===== src/rtl/timer_arb_pkg.sv =====
// Shared types and default sizing for the timer arbiter.
// Contents: state_t (IDLE, LOAD, RUN, DONE), DEF_N_REQ, DEF_WIDTH.
package timer_arb_pkg;

  typedef enum logic [1:0] {
    IDLE = 2'd0,
    LOAD = 2'd1,
    RUN  = 2'd2,
    DONE = 2'd3
  } state_t;

  localparam int unsigned DEF_N_REQ = 2;
  localparam int unsigned DEF_WIDTH = 13;

endpackage


===== src/rtl/timer_arbiter_rr_pick.sv =====
// Combinational round-robin picker: first set request at or above ptr, wrapping.
// Ports:
//   req    - request vector
//   ptr    - index where the search starts
//   winner - one-hot of the chosen requester (0 when none)
//   index  - binary index of the chosen requester
//   any    - at least one request is set
module rr_pick #(
  parameter int unsigned N_REQ = 2,
  localparam int unsigned IDXW = $clog2(N_REQ)
) (
  input  logic [N_REQ-1:0] req,
  input  logic [IDXW-1:0]  ptr,
  output logic [N_REQ-1:0] winner,
  output logic [IDXW-1:0]  index,
  output logic             any
);

  // Scan N_REQ positions starting at ptr; the first hit wins.
  always_comb begin
    logic [IDXW-1:0] j;
    winner = '0;
    index  = '0;
    any    = 1'b0;
    j      = '0;
    for (int unsigned i = 0; i < N_REQ; i++) begin
      j = IDXW'((32'(ptr) + i) % N_REQ);
      if (!any && req[j]) begin
        any       = 1'b1;
        index     = j;
        winner[j] = 1'b1;
      end
    end
  end

endmodule


===== src/rtl/timer_arbiter.sv =====
// Shares one down-counting phase timer between N_REQ requesters with
// round-robin grant, one-cycle done pulse to the owner, and a live count.
// Ports:
//   clk, reset  - clock, asynchronous active-high reset
//   tick        - count-enable strobe
//   req         - per-requester level request, held until done
//   load_value  - requester i load value in [i*WIDTH +: WIDTH]
//   grant       - one-hot timer owner (registered)
//   done        - one-cycle expiry pulse to owner (registered)
//   busy        - high whenever not idle (registered)
//   count       - current counter value (registered)
// Optional: define TIMER_ARB_ABORT_EN to let the owner abort by dropping req
// during LOAD or RUN (no done pulse, count cleared, rr pointer advanced).
module timer_arbiter
  import timer_arb_pkg::*;
#(
  parameter int unsigned N_REQ = DEF_N_REQ,
  parameter int unsigned WIDTH = DEF_WIDTH
) (
  input  logic                   clk,
  input  logic                   reset,
  input  logic                   tick,
  input  logic [N_REQ-1:0]       req,
  input  logic [N_REQ*WIDTH-1:0] load_value,
  output logic [N_REQ-1:0]       grant,
  output logic [N_REQ-1:0]       done,
  output logic                   busy,
  output logic [WIDTH-1:0]       count
);

  localparam int unsigned IDXW = $clog2(N_REQ);

  state_t          state;
  logic [IDXW-1:0] rr_ptr;
  logic [IDXW-1:0] owner;
  logic [IDXW-1:0] next_ptr;
  logic [WIDTH-1:0] owner_load;
  logic [N_REQ-1:0] pick_onehot;
  logic [IDXW-1:0]  pick_idx;
  logic             pick_any;

  rr_pick #(.N_REQ(N_REQ)) u_pick (
    .req    (req),
    .ptr    (rr_ptr),
    .winner (pick_onehot),
    .index  (pick_idx),
    .any    (pick_any)
  );

  assign owner_load = load_value[32'(owner)*WIDTH +: WIDTH];
  assign next_ptr   = (owner == IDXW'(N_REQ - 1)) ? '0 : owner + IDXW'(1);

  // Arbitration FSM with counter; later assignments in a state override earlier ones.
  always_ff @(posedge clk or posedge reset) begin
    if (reset) begin
      state  <= IDLE;
      grant  <= '0;
      done   <= '0;
      busy   <= 1'b0;
      count  <= '0;
      rr_ptr <= '0;
      owner  <= '0;
    end else begin
      case (state)
        IDLE: begin
          if (pick_any) begin
            grant <= pick_onehot;
            owner <= pick_idx;
            busy  <= 1'b1;
            state <= LOAD;
          end
        end
        LOAD: begin
          count <= owner_load;
          state <= RUN;
`ifdef TIMER_ARB_ABORT_EN
          if (!req[owner]) begin
            state  <= IDLE;
            grant  <= '0;
            done   <= '0;
            busy   <= 1'b0;
            count  <= '0;
            rr_ptr <= next_ptr;
          end
`endif
        end
        RUN: begin
          // Expiry is checked every clock, so a zero load needs no tick.
          if (count == '0) begin
            done  <= grant;
            state <= DONE;
          end else if (tick) begin
            count <= count - WIDTH'(1);
          end
`ifdef TIMER_ARB_ABORT_EN
          if (!req[owner]) begin
            state  <= IDLE;
            grant  <= '0;
            done   <= '0;
            busy   <= 1'b0;
            count  <= '0;
            rr_ptr <= next_ptr;
          end
`endif
        end
        DONE: begin
          grant  <= '0;
          done   <= '0;
          busy   <= 1'b0;
          rr_ptr <= next_ptr;
          state  <= IDLE;
        end
        default: state <= IDLE;
      endcase
    end
  end

endmodule

===== config.mk =====
export PLATFORM = sky130hd
export DESIGN_NAME = timer_arbiter
export DESIGN_NICKNAME = d
export VERILOG_FILES = /design/src/rtl/timer_arb_pkg.sv /design/src/rtl/timer_arbiter_rr_pick.sv /design/src/rtl/timer_arbiter.sv
export SDC_FILE = /design/constraint.sdc
export NUM_CORES = 1
export LEC_CHECK = 0
export CELL_PAD_IN_SITES_DETAIL_PLACEMENT = 1
export CELL_PAD_IN_SITES_GLOBAL_PLACEMENT = 2
export CORE_MARGIN = 10
export CORE_UTILIZATION = 27
export DETAILED_ROUTE_END_ITERATION = 12
export PLACE_DENSITY_LB_ADDON = 0.1
export SLEW_MARGIN = 30
export SYNTH_ARGS = -nofsm -noshare
export SYNTH_HDL_FRONTEND = slang
export SYNTH_SLANG_ARGS = --single-unit

===== constraint.sdc =====
create_clock -name clk -period 2.45 [get_ports clk]
set_input_delay 0.49 -clock clk [delete_from_list [all_inputs] [get_ports clk]]
set_output_delay 0.49 -clock clk [all_outputs]
set_load 0.02 [all_outputs]

==> metrics.md, run 1 <==
| Metric | Value |
|---|---|
| Resize count post-CTS | `0` |
| Seq/Total Area, Yosys | `0.364` |
| Final antenna-violating net count | `0` |
| Post-DP HPWL | `3.76 mm` |
| Post-CTS setup repair buffer count | `0` |
| Fraction of registers with async set/reset | `1.00` |
| Netlist cell types | `45` |
| Final GP Congestion | `0.791` |
| Post-route setup slack | `0.179 ns` |
| Post-synthesis instance total | `161` |
| Drt first-iter violations | `52` |
| Reg-to-reg critical path startpoint | `count[0]` |
| Initial Util | `0.276` |
| Die area | `8990 µm²` |
| Vias | `1443` |
| Share of layout cells above drive strength 1 | `0.0865` |
| Gr ovfl total | `0` |
| RSZ-0062 raised after global routing | `no` |
| Core ar. | `5470 µm²` |
| Slew Limit Fails | `0` |
| Fin Hold WS | `0.515 ns` |
| Antenna diode count | `0` |
| H-Tree Depth | `1` |
| PD cells | `1240 nW/µm²` |
| Tmin final | `2.27 ns` |
| Post-synth top area cell | `dfrtp_1` |
| Synth Warn # | `0` |
| Number of global-route vias before repair | `1626` |
| Slew margin rel. | `0.457` |
| Die Span X | `94.8 µm` |
| Final wirelength | `5.00 mm` |
| Multi-input logic area | `881 µm²` |
| Endpoints failing setup | `0` |
| GRT Resource Usage Total | `0.116` |
| Synthesized flop and latch total | `22` |
| Setup TNS | `0 ns` |
| Initial antenna violation count | `0` |
| Setup slack at placement | `0.176 ns` |
| Top cells by count, synth | `dfrtp_1, nand2_1, mux2i_1, clkbuf_1, o21ai_0` |
| Tightest Pin Transition | `0.814 ns` |
| Status | `completed` |
| Largest net degree at the start of global routing | `23` |
| Fillers | `658` |
| Crit end category | `flop` |
| CTS Hold Bufs | `0` |
| Main area contributors after synthesis | `dfrtp_1, mux2i_1, ha_1` |
| Fin crit share | `0.927` |
| Number of synthesized flops with an enable pin | `0` |
| CTS tree | `done` |
| Port buffer count | `48` |
| Worst-path clk slew | `0.09 ns` |
| Max VDD drop | `0.461 mV` |
| Ys flop type | `dfrtp_1` |
| Row count | `27` |
| Hold crit path type | `flop to flop` |
| Die height | `94.8 µm` |
| DRC | `0` |
| Crit path max fanout | `12` |
| Syn_area_per_cell | `9.39 µm²` |
| Crit path launch | `count[0]` |
| Top-count cell post-synth | `dfrtp_1` |
| Layout Nets | `246` |
| Wirelength per Cell | `17.8 µm` |
| First-pass DRT Iterations | `2` |
| Sequential cell area | `551 µm²` |
| Worst-Skew Late Latency | `0.28 ns` |
| CTS Sinks | `22` |
| Post-Syn Nets | `198` |
| Clock Skews | `0.00689 ns` |
| Max Cap Violations | `0` |
| Via density | `5.15` |
| Final Hold Vio Count | `0` |
| Area growth from synthesis to layout | `41.1%` |
| CTS Buf Count | `3` |
| I/O pin total | `49` |
| Share of the synthesized area in the top cell type | `0.364` |
| Max Clk Rate | `440 MHz` |
| Data required, critical path | `2.62 ns` |
| P_leak | `0.841 nW` |
| First-pass GRT wire length | `8.34 mm` |
| Longest Clk Path Bufs | `2` |
| Critical Path AT | `2.44 ns` |
| Critical Path Start Type | `flop` |
| Post-Syn Area | `1510 µm²` |
| Setup Crit Path Kind | `flop to flop` |
| Hold path start | `rr_ptr` |
| Root buffer cell | `clkbuf_8` |
==> stage by stage <==
step	area, µm²	utilization	total power [mW]	cells
after floorplan	1510	-	1.78	161
final	2130	0.390	2.64	280
after global routing	2130	0.390	2.90	280
after CTS	2130	0.390	2.69	280
after detailed placement	2080	0.380	2.40	276
after global placement	2080	0.380	2.36	276
==> routing by layer <==
| metal | vias to the layer above | global-route usage | wire length, µm |
|---|---|---|---|
| met5 | - | 0 | 0 |
| met1 | 704 | 0.135 | 2190 |
| met3 | 8 | 0.0317 | 315 |
| met4 | 0 | 0.0424 | 75 |
| met2 | 35 | 0.200 | 2420 |
| li1 | 696 | - | - |
==> flip-flops by register name, summed over array words and instances (netlist names) <==
| signal | flops |
|---|---|
| count | 13 |
| done | 2 |
| grant | 2 |
| state | 2 |
| busy | 1 |
| owner | 1 |
| rr_ptr | 1 |
==> cell families after synthesis <==
kind of cell             count (synthesis)  share of synthesized area
AND/OR/NAND/NOR                         50                      0.183
adder cells (fa/ha/maj)                  6                     0.0497
AO/OA/AOI/OAI                           46                      0.227
buffers and inverters                   19                     0.0530
multiplexers                            18                      0.123
flip-flops                              22                      0.364
==> where the power goes <==
group	internal, mW	total (mW)	switching, mW
sequential	0.532	0.779	0.247
combinational	0.761	1.58	0.819
clock	0.144	0.281	0.137
==> cells in the final DEF (no fill, tap or decap), drive strengths merged, types with 2 or more instances in the layout <==
cell and n:
a21oi 2, a22o 8, buf 6, clkbuf 4, clkdlybuf4s50 48, dfrtp 22
ha 6, inv 8, mux2 5, mux2i 13, nand2 14, nand2b 5
nand3 4, nor2 4, nor2b 3, nor3 5, nor4 3, o211ai 2
o21ai 14, o221a 2, o22ai 5, o2bb2ai 2, o32ai 2, or3 3
or4 3
==> final cells by class <==
cell class | count | share of cell area
Sequential cell | 22 | 0.258
Timing Repair Buffer | 54 | 0.246
Multi-Input combinational cell | 120 | 0.413
Tap cell | 72 | 0.0423
Clock buffer | 4 | 0.0258
Inverter | 8 | 0.0141
==> worst max-delay path, cell delays in order (launching register included) <==
cell and delay [ns]:
dfrtp_1 0.41, inv_1 0.13, ha_1 0.16, or4b_1 0.48, o41a_1 0.40, or2_4 0.32
o221a_1 0.26
==> path summary, 6_finish.rpt <==
path                             endpoint  slack, ns  cells after the start
worst min register to register     rr_ptr       0.51                      2
min in group asynchronous        count[8]       0.57                      3
worst max-delay path            count[12]       0.18                      6
max in group asynchronous         done[1]       1.63                      3
worst max register to register  count[12]       0.18                      6
worst min-delay path               rr_ptr       0.51                      2
Note: power is estimated with default switching activity, not from simulation.
==> run 2, diff against run 1 <==
- CAP_MARGIN: unset -> 20
==> results of run 2 <==
Final layout, timing and power as in run 1 (identical DEF).
==> run 3, diff against run 2 <==
- CTS_CLUSTER_DIAMETER: unset -> 100
==> results of run 3 <==
Final layout, timing and power as in run 1 (identical DEF).
